[src/rtl/fetch_unit.sv]
// Instruction fetch stage: issues imem requests at the current PC, buffers returned
// words with their PCs in a small ring, and hands them to decode over valid/ready.
module fetch_unit #(
    parameter int width_p = 32,
    parameter int depth_p = 2
) (
    input  logic               clk_i,
    input  logic               rst_i,
    input  logic [width_p-1:0] pc_i,
    input  logic               flush_i,
    output logic               stall_o,
    output logic               imem_req_valid_o,
    output logic [width_p-1:0] imem_req_addr_o,
    input  logic               imem_req_ready_i,
    input  logic               imem_rsp_valid_i,
    input  logic [31:0]        imem_rsp_data_i,
    output logic               instr_valid_o,
    output logic [31:0]        instr_o,
    output logic [width_p-1:0] instr_pc_o,
    input  logic               instr_ready_i
);
    localparam int idx_w = $clog2(depth_p);
    localparam int ptr_w = idx_w + 1;
    localparam int cnt_w = ptr_w + 1;

    logic [ptr_w-1:0]   r_alloc_ptr;
    logic [ptr_w-1:0]   r_fill_ptr;
    logic [ptr_w-1:0]   r_rd_ptr;
    logic [ptr_w-1:0]   r_discard_cnt;

    logic [ptr_w-1:0]   w_occupancy;
    logic [ptr_w-1:0]   w_inflight;
    logic [cnt_w-1:0]   w_committed;
    logic               w_credit;
    logic               w_accept;
    logic               w_rsp_fill;
    logic               w_pop;
    logic [idx_w-1:0]   w_alloc_idx;
    logic [idx_w-1:0]   w_fill_idx;
    logic [idx_w-1:0]   w_rd_idx;

    logic [width_p-1:0] w_slot_pc     [depth_p];
    logic [31:0]        w_slot_instr  [depth_p];
    logic               w_slot_filled [depth_p];

    assign w_occupancy = r_alloc_ptr - r_rd_ptr;
    assign w_inflight  = r_alloc_ptr - r_fill_ptr;
    // Fetches still owed to the discard backlog hold credit just like buffered ones.
    assign w_committed = cnt_w'(w_occupancy) + cnt_w'(r_discard_cnt);
    assign w_credit    = (w_committed < cnt_w'(depth_p));

    assign w_alloc_idx = r_alloc_ptr[idx_w-1:0];
    assign w_fill_idx  = r_fill_ptr[idx_w-1:0];
    assign w_rd_idx    = r_rd_ptr[idx_w-1:0];

    assign imem_req_valid_o = w_credit & ~flush_i & ~rst_i;
    assign imem_req_addr_o  = pc_i;
    assign w_accept         = imem_req_valid_o & imem_req_ready_i;
    assign stall_o          = ~w_accept;

    assign w_rsp_fill    = imem_rsp_valid_i & (r_discard_cnt == '0);
    assign instr_valid_o = (w_occupancy != '0) & w_slot_filled[w_rd_idx];
    assign instr_o       = w_slot_instr[w_rd_idx];
    assign instr_pc_o    = w_slot_pc[w_rd_idx];
    assign w_pop         = instr_valid_o & instr_ready_i & ~flush_i;

    always_ff @(posedge clk_i or posedge rst_i) begin
        if (rst_i) begin
            r_alloc_ptr   <= '0;
            r_fill_ptr    <= '0;
            r_rd_ptr      <= '0;
            r_discard_cnt <= '0;
        end else if (flush_i) begin
            // Every fetch still in flight must be dropped when it returns,
            // including one that is returning right now.
            r_alloc_ptr   <= '0;
            r_fill_ptr    <= '0;
            r_rd_ptr      <= '0;
            r_discard_cnt <= r_discard_cnt + w_inflight - ptr_w'(imem_rsp_valid_i);
        end else begin
            if (w_accept) begin
                r_alloc_ptr <= r_alloc_ptr + 1'b1;
            end
            if (imem_rsp_valid_i) begin
                if (r_discard_cnt != '0) begin
                    r_discard_cnt <= r_discard_cnt - 1'b1;
                end else begin
                    r_fill_ptr <= r_fill_ptr + 1'b1;
                end
            end
            if (w_pop) begin
                r_rd_ptr <= r_rd_ptr + 1'b1;
            end
        end
    end

    genvar gi;
    generate
        for (gi = 0; gi < depth_p; gi++) begin : g_slot
            logic [width_p-1:0] r_pc;
            logic [31:0]        r_instr;
            logic               r_filled;

            always_ff @(posedge clk_i or posedge rst_i) begin
                if (rst_i) begin
                    r_pc     <= '0;
                    r_instr  <= '0;
                    r_filled <= 1'b0;
                end else if (!flush_i) begin
                    // Alloc and fill never target the same slot in one cycle.
                    if (w_accept && (w_alloc_idx == idx_w'(gi))) begin
                        r_pc     <= pc_i;
                        r_filled <= 1'b0;
                    end
                    if (w_rsp_fill && (w_fill_idx == idx_w'(gi))) begin
                        r_instr  <= imem_rsp_data_i;
                        r_filled <= 1'b1;
                    end
                end
            end

            assign w_slot_pc[gi]     = r_pc;
            assign w_slot_instr[gi]  = r_instr;
            assign w_slot_filled[gi] = r_filled;
        end
    endgenerate

endmodule

[config.mk]
export PLATFORM = sky130hd
export DESIGN_NAME = fetch_unit
export DESIGN_NICKNAME = d
export VERILOG_FILES = /design/src/rtl/fetch_unit.sv
export SDC_FILE = /design/constraint.sdc
export NUM_CORES = 1
export LEC_CHECK = 0
export CORE_MARGIN = 4
export CORE_UTILIZATION = 40
export CTS_BUF_LIST = sky130_fd_sc_hd__clkbuf_8
export CTS_CLUSTER_DIAMETER = 50
export DETAILED_ROUTE_END_ITERATION = 8
export PLACE_DENSITY = 0.7
export SLEW_MARGIN = 20
export SYNTH_ARGS = -nofsm -noshare
export SYNTH_HDL_FRONTEND = slang
export SYNTH_SLANG_ARGS = --single-unit
[constraint.sdc]
create_clock -name clk_i -period 10 [get_ports clk_i]
set_clock_uncertainty 0.15 [all_clocks]
set_input_delay 2 -clock clk_i [delete_from_list [all_inputs] [get_ports clk_i]]
set_output_delay 2 -clock clk_i [all_outputs]
set_load 0.05 [all_outputs]
# Yosys cells after proc, flatten, opt, wreduce, memory -nomap -nowiden
# Cells that the tools add are included.
# totals
ff_bits	138
inputBits	70
out_inout_bits	99
# op_classes
add_sub_neg	9
n_lt_le_gt_ge	2
n_eq_ne	1
n_mux	23
n_bitwise	13
reduce_logical	21
# op_table
op	n
32-bit two-way mux	6
2-bit two-way mux	10
2-bit AND reduction	8
2-bit nonzero test	8
1-bit bitwise AND	7
1-bit two-way mux	7
2-bit by 1-bit adder with 2-bit output, second input constant	3
1-bit NOT	5
1-bit logical AND	4
2-bit subtractor	2
2-bit by 2-bit adder with 3-bit output	1
3-bit by 2-bit less-than comparator with 1-bit output, second input constant	1
2-bit adder	1
2-bit greater-or-equal comparator, second input constant	1
2-bit logical NOT	1
2-bit inequality test, second input constant	1
1-bit NOT with 2-bit output	1
2-bit by 1-bit subtractor with 2-bit output	1
2-bit by 1-bit subtractor with 2-bit output, second input constant	1

# Logic depth before layout (Yosys ltp)
# Gate-level depths: netlist (run 1).
# logic_depth
ltp_word	9
ltp_mapped	9
mapped_depth_nobuf	8

# Least setup slack after synthesis (run 1)
# No wires, ideal clock.
# synth_path
path_type	input -> output
from	input flush_i
to	output stall_o
arrival_ns	2.932
t_required_ns	7.850
slack_ns	4.918
path_stages	4
path_buffers	1
cell_sequence	buf_6 -> nand4bb_4 -> clkinv_2 -> nand2_1
# synth_between
elab_chain_cells	5
# synth_lines
element	line_no	text
from (decl)	10	input logic flush_i,
1-bit NOT (no source line)	-	
1-bit bitwise AND (2 in a row)	56	assign imem_req_valid_o = w_credit & ~flush_i & ~rst_i;
via imem_req_valid_o	12	output logic imem_req_valid_o,
1-bit bitwise AND	58	assign w_accept = imem_req_valid_o & imem_req_ready_i;
1-bit NOT	59	assign stall_o = ~w_accept;
to (decl)	11	output logic stall_o,
# The timed path passes the listed nets, and every way through them passes these cells.

# Worst setup path after layout (run 1)
# layout_path
from	input flush_i
to	output stall_o
# layout_between
elab_chain_cells	5
# layout_lines
element	line_no
1-bit NOT (no source line)	-
1-bit bitwise AND (2 in a row)	56
1-bit bitwise AND	58
1-bit NOT	59
# Every way passes these cells.

==> results of run 1 <==
area by class of cell:
type	count	area, um2	share of cell area (%)
Timing Repair Buffer	172	1712	19.83
Sequential cell	138	3455	40.03
Inverter	9	40.04	0.4640
Multi-Input combinational cell	241	2725	31.58
Tap cell	216	270.3	3.132
Clock buffer	18	247.7	2.871
Clock inverter	14	180.2	2.088
final timing paths:
check / from / slack, ps / cells past startpoint / endpoint
min in group asynchronous: rst_i / 1940 / 2 / g_slot[1].r_instr[25]
max in group asynchronous: rst_i / 6400 / 3 / g_slot[1].r_instr[29]
setup / recovery: flush_i / 3910 / 5 / stall_o
setup reg to reg: r_alloc_ptr[0] / 6670 / 8 / g_slot[0].r_pc[21]
hold / removal: g_slot[0].r_instr[2] / 350 / 1 / g_slot[0].r_instr[2]
hold reg to reg: g_slot[0].r_instr[2] / 350 / 1 / g_slot[0].r_instr[2]
logic make-up (layout without fill, tap and decap cells):
kind of cell,count (synthesis),count (layout),synth area share [%]
xor gates and xnor gates,8,8,1.482
muxes,193,193,34.57
adders and majority gates,6,6,1.482
DFF,138,138,52.42
and+or+nand+nor,21,21,2.393
AOI/OAI and AO/OA,13,13,1.349
buffers and inverters,61,213,6.306
stage by stage:
| step | hold WS [ps] | instance area [um2] | setup WS (ps) |
|---|---|---|---|
| after CTS | 355.4 | 8630 | 3887 |
| after global routing | 367.8 | 8630 | 3810 |
| after floorplan | 321.2 | 6588 | 4154 |
| after global placement | 331.4 | 8202 | 3918 |
| final | 352.0 | 8630 | 3910 |
| after detailed placement | 338.2 | 8202 | 3887 |
state kept, by name, summed over array words and instances (netlist names):
register / count
g_slot.r_instr: 64
g_slot.r_pc: 64
r_alloc_ptr: 2
r_discard_cnt: 2
r_rd_ptr: 2
g_slot.r_filled: 2
r_fill_ptr: 2
critical path, cell delays in order:
cell and delay [ps]:
clkdlybuf4s50_1 690, nand4bb_4 230, clkinv_2 120, nand2_1 90, clkdlybuf4s50_1 800
power by group through the flow:
stage / Sequential, mW / Clock, mW / Combinational [mW]
global placement: 0.886 / 0 / 1.40
CTS: 0.896 / 0.509 / 1.43
detailed placement: 0.905 / 0 / 1.42
finish: 0.894 / 0.487 / 1.41
global route: 0.922 / 0.529 / 1.49
floorplan: 0.867 / 0 / 1.05
routing by layer:
layer  vias to the layer above  routed length, um  global-route usage, %
li1                       1803                  -                      -
met1                      1996               5645                  17.99
met2                       119               6793                  25.89
met3                        17               1259                  6.958
met4                         2                218                  5.431
met5                         -                  8                      0
cells in the final DEF (no fill, tap or decap), drive strengths merged, types with 4 or more instances in the layout:
cell / synthesis / final
nand2: 5 / 5
dfrtp: 138 / 138
clkinv: 1 / 7
buf: 51 / 4
mux2: 192 / 192
clkbuf: 1 / 18
inv: 8 / 10
clkdlybuf4s50: 0 / 168
bufinv: 0 / 4
nand3: 4 / 4
==> results.txt, run 1 <==
Mapped Cells = 440
Drt total wl = 13930 um
Antenna Violating Nets Remaining = 0
Die height = 136.3 um
Post-Syn Area = 6588 um2
Ranking of synthesized cells by area = dfrtp_1 52%, mux2_2 28%, mux2_4 6.4%, buf_4 3.6%, buf_6 1.2%
Area of the core = 16000 um2
Number of flops mapped to enable cells by yosys = 0
Gate power share = 50.6%
Boundary pin count = 169
Drt via density = 4.873
Placed insts = 776
Yosys top cell area share = 52.42%
Fin nets = 655
Peak Freq = 164.2 MHz
DR DRC count = 0
Area grow syn2layout = 31.00%
Post-synth ARST share = 100.0%
Initial Util = 41.17%
Initial drt markers = 75
Avg WL per Cell = 17.23 um
Arr. time, crit path = 3940 ps
# diodes = 0
CP Capture Type = output pin
First-pass GRT wire length = 22670 um
Final Power = 2.793 mW
Post-synth cell types = 37
Port Buffer Count = 168
Max Buffers Root-to-Sink = 2
Predominant post-synthesis flop cell = dfrtp_1
Clock power frac = 17.4%
DR vias = 3937
Num CTS Buffers = 17
Syn Area/Cell = 14.97 um2
Setup TNS = 0 ps
Layout cells sized above 1 = 39.70%
Final Setup Violations = 0
Reg clk slew, reported paths = 70 ps
DP HPWL = 9311 um
Placer Congestion = 0.7033
LEAKAGE = 3.836 nW
Sequential Power Share = 32.0%
Final period util = 60.90%
Crit start category = primary input
Most frequent cell after synthesis = mux2_2
Synth Warn # = 0
Remaining global-route overflow = 0
Worst Hold Class = reg2reg
Fin crit period = 6090 ps
GR Util All Layers = 15.62%
Sequential fraction of the synthesis area = 52.42%
CTS root buffer = clkbuf_8
Relative slew slack = 35.82%
Die Wd = 136.3 um
Clock tree sinks = 138
Die ar. = 18590 um2
H-tree levels = 4
Fillcell total = 1365
Clock latency on the worst-skew pair = 430 ps
Pins Over Slew Limit = 0
RSZ-0062 raised after global routing = no
# hold bufs at CTS = 0
Initial antenna violation count = 1
CP required = 7850 ps
Synth area leader = dfrtp_1
Switching Power = 1.118 mW
Pin count of the biggest net entering global routing = 71
Sw Ratio = 40.01%
Internal power = 1.676 mW
Rows = 46
Power per cell area = 323.7 nW/um2
Layout Cells excl Fill = 808
First-pass DRT Iterations = 4
Final Hold Vio Count = 0
Syn Nets = 516
Vias in the first global route = 4459
Max-Cap Viols = 0
Peak supply drop = 0.1761 mV
Synth top cells by count = 164 x mux2_2, 138 x dfrtp_1, 32 x buf_4
CTS tree = done
Crit Path Max Fanout = 9
Final Util = 53.93%
Crit Path Category = in2out
Status = finished clean
Synth Register Bits = 138
Worst Tran Pin Value = 962.6 ps
Post_cts resized = 0
Postcts setup bufs = 0
(Power assumes the default switching activity.)
==> run 2, diff against run 1 <==
- clock period: 10 -> 6 ns (I/O delays scaled with it)
==> run 2 against run 1 <==
  * Clock-buffer cell count up 3
  * Via count about the same
  * Non-clock buffer count unchanged
==> results.txt, run 2 (synthesis results as in run 1) <==
H-tree levels = 4 (unchanged)
Max stage delay on crit path = 800 ps (about the same)
Avg WL per Cell = 16.83 um (-2.4%)
Fin crit period = 4616 ps
Layout cells sized above 1 = 40.03% (+0.34 points)
Worst setup margin = 1384 ps (-2526 ps)
Post_cts resized = 0 (unchanged)
# hold bufs at CTS = 0 (unchanged)
First-pass DRT Iterations = 4 (unchanged)
CP Capture Type = output pin
Port Buffer Count = 168 (unchanged)
Crit Path Max Fanout = 5 (-4)
Final Hold Vio Count = 0 (unchanged)
Final Setup Violations = 0 (unchanged)
Post-route cell area = 8610 um2 (-0.23%)
Pin count of the biggest net entering global routing = 88 (+24%)
Drt total wl = 13600 um (-2.4%)
# diodes = 0 (unchanged)
Peak supply drop = 0.2941 mV (+67%)
Pins Over Slew Limit = 0 (unchanged)
CP top delay family = buffers and inverters
Worst Tran Pin Value = 975.6 ps (+12.95 ps)
Die Wd = 136.3 um (unchanged)
Initial Util = 41.17% (unchanged)
DP HPWL = 9066 um (-2.6%)
RSZ-0062 raised after global routing = no
Area grow syn2layout = 30.69%
Clock tree sinks = 138 (unchanged)
Remaining global-route overflow = 0 (unchanged)
Clock latency on the worst-skew pair = 420 ps (about the same)
Worst Hold Class = reg2reg
DR DRC count = 0 (unchanged)
Largest regs = g_slot.r_instr x64, g_slot.r_pc x64
Power per cell area = 534.8 nW/um2 (+65%)
Placer Congestion = 0.7305 (+3.9%)
Die height = 136.3 um (unchanged)
Crit Path Category = reg2out
GR Util All Layers = 15.11% (-0.51 points)
First-pass GRT wire length = 22010 um (-2.9%)
WP buf/inv = 3 (unchanged)
Commonest non-fill, non-tap cells in the layout = 168 x clkdlybuf4s50_1, 164 x mux2_2, 137 x dfrtp_1
Initial drt markers = 84 (+12%)
Final period util = 76.94%
Peak Freq = 216.6 MHz
LEAKAGE = 3.826 nW (-0.25%)
Crit start category = flop
Max-Cap Viols = 0 (unchanged)
Commonest non-fill, non-tap cell in the layout = clkdlybuf4s50_1
Slowest CP cell = clkdlybuf4s50_1
Critical path, cell by cell = inv_1, ha_1, xnor3_1, fa_1, nand4bb_4, clkinv_2, nand2_1, clkdlybuf4s50_1
Vias in the first global route = 4410 (-1.1%)
Drt via density = 4.871 (about the same)
Dpl ws = 1508 ps (-2379 ps)
Placed instance area = 8202 um2 (unchanged)
CTS tree = done
CP required = 4650 ps (-3200 ps)
Rows = 46 (unchanged)
Antenna Violating Nets Remaining = 0 (unchanged)
Setup TNS = 0 ps (unchanged)
CTS root buffer = clkbuf_8
DR vias = 3936 (-0.025%)
Boundary pin count = 169 (unchanged)
Reg clk slew, reported paths = 70 ps (about the same)
Arr. time, crit path = 3270 ps (-670 ps)
Relative slew slack = 34.96% (-0.86 points)
Status = finished clean
Fin nets = 655 (unchanged)
Area of the core = 16000 um2 (unchanged)
Max Buffers Root-to-Sink = 2 (unchanged)
Worst Hold Slack = 353.5 ps (+1.527 ps)
Num CTS Buffers = 17 (unchanged)
Initial antenna violation count = 1 (unchanged)
Postcts setup bufs = 0 (unchanged)
Die ar. = 18590 um2 (unchanged)
Final Util = 53.81% (-0.13 points)
## run 2: changes by cell type in the layout (fill, tap and decap cells not counted), sizes merged
cell      before  now
clkinvlp       2    1
bufinv         4    2
clkinv         7    9
inv           10    8
clkbuf        18   21
## run 2: through the flow
stage	cells	power, mW
after floorplan	440	3.193
after global placement	776	3.814
after detailed placement	776	3.874
after CTS	808	4.661
after global routing	808	4.839
final	808	4.605
## run 2: path summary, 6_finish.rpt
kind,startpoint,end,slack (ps),depth (start not counted)
max,r_alloc_ptr[0],stall_o,1380,8
min,g_slot[0].r_pc[29],g_slot[0].r_pc[29],350,1
max reg2reg,r_alloc_ptr[0],g_slot[0].r_pc[19],2630,8
min reg2reg,g_slot[0].r_pc[29],g_slot[0].r_pc[29],350,1
max in group asynchronous,rst_i,r_discard_cnt[1],3310,3
min in group asynchronous,rst_i,g_slot[0].r_pc[0],1210,2
## run 2: report_power, final
| group | internal [mW] | switching, mW | leakage (nW) |
|---|---|---|---|
| clock network | 0.412 | 0.350 | 0.211 |
| registers | 1.30 | 0.187 | 1.76 |
| logic | 1.03 | 1.32 | 1.86 |
| total | 2.75 | 1.86 | 3.83 |
## run 2: final cells by class
| cell class | count | area, um2 |
|---|---|---|
| clock buffer | 21 | 289.0 |
| clock inverter | 11 | 118.9 |
| fill | 1363 | 7391 |
| inverter | 9 | 40.04 |
| multi-input combinational | 241 | 2725 |
| sequential | 138 | 3455 |
| tap | 216 | 270.3 |
| timing repair buffer | 172 | 1712 |
## run 2: routing by layer
| metal | GRT usage, % | vias to the layer above | part of all wire, % |
|---|---|---|---|
| met1 | 17.47 | 1999 | 41 |
| met4 | 5.263 | 2 | 1.5 |
| met5 | 0 | - | 0.066 |
| met3 | 6.514 | 19 | 8.9 |
| met2 | 25.12 | 118 | 48 |
| li1 | - | 1798 | - |
==> run 3, diff against run 2 <==
- clock period: 6 -> 4.45 ns (I/O delays scaled with it)
==> run 3 against run 2 <==
  * Core utilization fell by 0.18 points
  * Routed wire length rose by 0.36%
  * Critical path depth did not move
  * Register-to-register slack got worse by 1500 ps
  * Worst hold slack got worse by 0.85 ps
  * Combinational power rose by 35%
  * Via count rose by 0.20%
  * Cell count rose by 0.12%
  * Largest power group unchanged
==> results.txt, run 3 (synthesis results as in run 1) <==
Status = finished clean
Final period util = 84.81%
CP Capture Type = output pin
Initial Util = 41.17% (unchanged)
Sequential Power Share = 32.9% (+0.5 points)
CTS tree = done
H-tree levels = 4 (unchanged)
Antenna Violating Nets Remaining = 0 (unchanged)
First-pass GRT wire length = 22260 um (+1.1%)
Final Power = 6.113 mW (+33%)
Largest regs = g_slot.r_instr x64, g_slot.r_pc x64
Crit Path Category = reg2out
Die Wd = 136.3 um (unchanged)
Remaining global-route overflow = 0 (unchanged)
Max-Cap Viols = 0 (unchanged)
Area of the core = 16000 um2 (unchanged)
GR Util All Layers = 15.46% (+0.35 points)
Port Buffer Count = 168 (unchanged)
# hold bufs at CTS = 0 (unchanged)
Peak Freq = 265.0 MHz
Clock latency on the worst-skew pair = 440 ps (+20 ps)
Placer Congestion = 0.7438 (+1.8%)
Post-route cell area = 8581 um2 (-0.33%)
LEAKAGE = 3.811 nW (-0.41%)
Final Hold Vio Count = 0 (unchanged)
Storage element area = 3455 um2 (unchanged)
Placed insts = 777 (+0.13%)
Initial drt markers = 127 (+51%)
Rows = 46 (unchanged)
Commonest non-fill, non-tap cells in the layout = 166 x clkdlybuf4s50_1, 164 x mux2_2, 137 x dfrtp_1
Setup TNS = 0 ps (unchanged)
Max stage delay on crit path = 580 ps (-220 ps)
Avg WL per Cell = 16.87 um (+0.24%)
Gate power share = 51.8% (+0.7 points)
Fin crit period = 3774 ps
DR vias = 3944 (+0.20%)
Pin count of the biggest net entering global routing = 139 (+58%)
WP buf/inv = 3 (unchanged)
Worst Hold Class = reg2reg
DP HPWL = 9169 um (+1.1%)
Die height = 136.3 um (unchanged)
Layout Cells excl Fill = 809 (+0.12%)
Initial antenna violation count = 0 (-1)
Critical path, cell by cell = inv_1, ha_1, xnor3_1, fa_1, nand4bb_4, clkinv_2, nand2_1, buf_4
Crit Path Max Fanout = 5 (unchanged)
Internal power = 3.613 mW (+32%)
Final Setup Violations = 0 (unchanged)
Drt via density = 4.875 (about the same)
Reg clk slew, reported paths = 70 ps (about the same)
Worst Tran Pin Value = 803.8 ps (-171.8 ps)
Post_cts resized = 0 (unchanged)
Layout cells sized above 1 = 40.30% (+0.27 points)
Worst Hold Slack = 352.6 ps (-0.8510 ps)
CTS root buffer = clkbuf_8
# diodes = 0 (unchanged)
Area grow syn2layout = 30.26%
Commonest non-fill, non-tap cell in the layout = clkdlybuf4s50_1
Relative slew slack = 46.41% (+11 points)
Sw Ratio = 40.91% (+0.56 points)
Final Util = 53.63% (-0.18 points)
Switching Power = 2.501 mW (+35%)
Fillcell total = 1374 (+0.81%)
Die ar. = 18590 um2 (unchanged)
DR DRC count = 0 (unchanged)
CP top delay family = adder cells
Pins Over Slew Limit = 0 (unchanged)
Multi-input gate area = 2725 um2 (unchanged)
Clock tree sinks = 138 (unchanged)
Worst setup margin = 676.0 ps (-707.8 ps)
Crit start category = flop
Boundary pin count = 169 (unchanged)
Vias in the first global route = 4334 (-1.7%)
Dpl ws = 1065 ps (-442.7 ps)
Num CTS Buffers = 17 (unchanged)
Clock power frac = 15.3% (-1.2 points)
Arr. time, crit path = 2730 ps (-540 ps)
Max Buffers Root-to-Sink = 2 (unchanged)
First-pass DRT Iterations = 3 (-1)
Drt total wl = 13650 um (+0.36%)
Peak supply drop = 0.4044 mV (+37%)
CP required = 3410 ps (-1240 ps)
Power per cell area = 712.5 nW/um2 (+33%)
Slowest CP cell = fa_1
Placed instance area = 8215 um2 (+0.17%)
RSZ-0062 raised after global routing = no
Fin nets = 656 (+0.15%)
Postcts setup bufs = 0 (unchanged)
[run 3: cell count changes in the layout (fill, tap and decap cells not counted)]
cell,delta
clkinv_4,-1
clkbuf_8,-2
buf_4,+2
inv_6,-1
inv_1,+1
clkdlybuf4s50_1,-2
bufinv_16,-1
buf_12,+1
clkinv_2,+1
clkinvlp_4,+3
[run 3: worst reg2reg max path, cell delays in order, from the launching register on]
cell	delay, ps
dfrtp_1	440
inv_1	200
ha_1	240
xnor3_1	280
fa_1	580
nand4bb_4	140
clkinv_2	140
nand3_4	540
mux2_4	530
[run 3: cell type report]
| cell class | instances | share of cell area (%) |
|---|---|---|
| inverters | 9 | 0.4520 |
| clock inverters | 13 | 1.210 |
| well taps | 216 | 3.150 |
| clock buffers | 19 | 3.048 |
| multi-input cells | 241 | 31.76 |
| repair buffers | 173 | 20.12 |
| flip-flops and latches | 138 | 40.26 |
[run 3: metal layers]
metal,track usage (%),vias to the layer above,routed length (um)
met1,18.51,2002,5741
met5,0,-,0
met4,5.319,0,210
met2,24.11,123,6323
li1,-,1801,-
met3,7.883,18,1371
[run 3: path summary, 6_finish.rpt]
check	depth (start not counted)	startpoint	slack (ps)	to
max in group asynchronous	3	rst_i	2620	g_slot[0].r_pc[10]
min reg2reg	1	g_slot[1].r_pc[15]	350	g_slot[1].r_pc[15]
min	1	g_slot[1].r_pc[15]	350	g_slot[1].r_pc[15]
max	8	r_alloc_ptr[0]	680	stall_o
min in group asynchronous	3	rst_i	870	g_slot[1].r_pc[2]
max reg2reg	8	r_alloc_ptr[0]	1080	g_slot[0].r_pc[17]
[run 3: power groups by stage]
stage                     sequential [mW]  combinational (mW)  clock, mW
after global placement               2.00                3.15          0
after CTS                            2.01                3.20      0.976
after detailed placement             2.03                3.19          0
after floorplan                      1.95                2.36          0
final                                2.01                3.17      0.936
after global routing                 2.08                3.34       1.03
==> RTL edit: new RTL, config.mk and constraints of run 1 <==
`width_p`: 32 -> 16.
--- a/src/rtl/fetch_unit.sv
+++ b/src/rtl/fetch_unit.sv
@@ -3,3 +3,3 @@
 module fetch_unit #(
-    parameter int width_p = 32,
+    parameter int width_p = 16,
     parameter int depth_p = 2
Interface: changed (resized imem_req_addr_o, instr_pc_o and pc_i); port bits go from 169 to 121. No check against the original RTL was run, so the function may have changed too.
==> RTL edit against run 1 <==
- sequential share of layout area is 1.3 points higher
- sequential cell count decreased by 32
- critical path type unchanged
- critical path depth is 1 lower
- setup slack got worse by 0.035 ns
- design area is 26% lower
- area after synthesis shrank 24%
- clock power is 47% lower
- wire length fell by 26%
- power decreased by 22%
- highest routed layer is now met4
==> RTL edit: results (changes against run 1) <==
wire per inst 16.7 um (was 17.2 um); number of I/O port buffers 120 (was 168); reg-to-reg endpoint g_slot[0].r_pc[6] (was g_slot[0].r_pc[21]); largest net degree at the start of global routing 65 (was 71); clk_lat worst skew 0.37 ns (was 0.43 ns); hold slack 0.356 ns (was 0.352 ns); hold_sp g_slot[1].r_instr[16] (was g_slot[0].r_instr[2]); fin nets 504 (was 655); worst reg-to-reg path cell count 7 (was 8); Fill cells 1095 (was 1365); Seq/Total Area, Yosys 53.1% (was 52.4%); Sink Count 106 (was 138); Static Leakage 2.79 nW (was 3.84 nW); Top Registers g_slot.r_instr (64), g_slot.r_pc (32) (was g_slot.r_instr (64), g_slot.r_pc (64)); area of the multi-input gates 2100 um2 (was 2730 um2); placed cells 601 (was 776); WHS Endpoint g_slot[1].r_instr[16] (was g_slot[0].r_instr[2]); layout cells sized above 1 37.7% (was 39.7%); WHS Path Cells 1 (unchanged); first-pass GRT wire length 17.1 mm (was 22.7 mm); vias in the first global route 3399 (was 4459); CTS Buf Count 9 (was 17); Cell variety after synth 35 (was 37); post-synthesis mux area share 33.4% (was 34.6%); top cells by instance count after synthesis mux2_2, dfrtp_1, buf_4 (unchanged); Tightest Pin Transition 0.984 ns (was 0.963 ns); Post-Syn Area per Cell 14.7 um2 (was 15.0 um2); Via density 4.89 (was 4.87); Data arrival, critical path 3.98 ns (was 3.94 ns); initial antenna violation count 0 (was 1); Synth Area in XOR/XNOR 2.13% (was 1.48%); pre-CTS WS 3.88 ns (was 3.89 ns); Crit Path Max Fanout 11 (was 9); Logic inverters 8 (was 9); fraction of the mapped netlist area in adder cells 1.95% (was 1.48%); outcome finished clean (unchanged); CTS resizes 0 (unchanged); clock buf count 10 (was 18); Non-CTS buffers 125 (was 172); Peak VDD IR 215 uV (was 176 uV); H-tree Lvls 3 (was 4); GPL Wtd Cong 0.742 (was 0.703); syn_nets 400 (was 516); leading cell types by total area after synthesis dfrtp_1, mux2_2, mux2_4, buf_4, fa_1 (was dfrtp_1, mux2_2, mux2_4, buf_4, buf_6); routed via count 3012 (was 3937); global-route usage over all layers 15.2% (was 15.6%); number of multi-input logic gates 194 (was 241); Non-clock buffering overhead 19.3% (was 19.8%); DP Wirelength 7.15 mm (was 9.31 mm)
RTL edit: power by group through the flow:
stage	Combinational, mW	Sequential, mW	Clock [mW]
4_1_cts	1.23	0.712	0.270
3_5_place_dp	1.22	0.720	0
5_1_grt	1.28	0.736	0.286
3_3_place_gp	1.21	0.703	0
2_1_floorplan	0.912	0.688	0
6_report	1.21	0.709	0.259
RTL edit: cells by family after synthesis:
family                   after synthesis
AO/OA/AOI/OAI                         11
XOR/XNOR                               9
adder cells (fa/ha/maj)                6
buffers and inverters                 40
flip-flops                           106
multiplexers                         145
AND/OR/NAND/NOR                       23
RTL edit: layer usage:
metal	up-vias	track usage, %	part of all wire [%]
li1	1385	-	-
met5	-	0	0
met3	12	3.82	3.9
met4	0	6.87	2.2
met2	58	26.4	53
met1	1557	17.5	41
RTL edit: metrics by stage:
step,instance area [um2],utilization (%)
after floorplan,4990,-
after global placement,6240,51.5
after detailed placement,6240,51.5
after CTS,6420,53.0
after global routing,6420,53.0
final,6420,53.0
RTL edit: worst reg2reg max path: stages (launching register included):
cell      delay (ns)
dfrtp_1         0.38
inv_1           0.20
ha_1            0.24
xnor3_1         0.28
fa_1            0.61
nand4b_4        0.15
or3_1           0.74
mux2_4          0.46
RTL edit: worst max path at each step:
stage | end | slack, ns | cells after the start
floorplan | imem_req_valid_o | 4.59 | 2
global placement | stall_o | 3.93 | 4
detailed placement | stall_o | 3.88 | 4
CTS | stall_o | 3.88 | 4
global route | stall_o | 3.77 | 4
finish | stall_o | 3.87 | 4
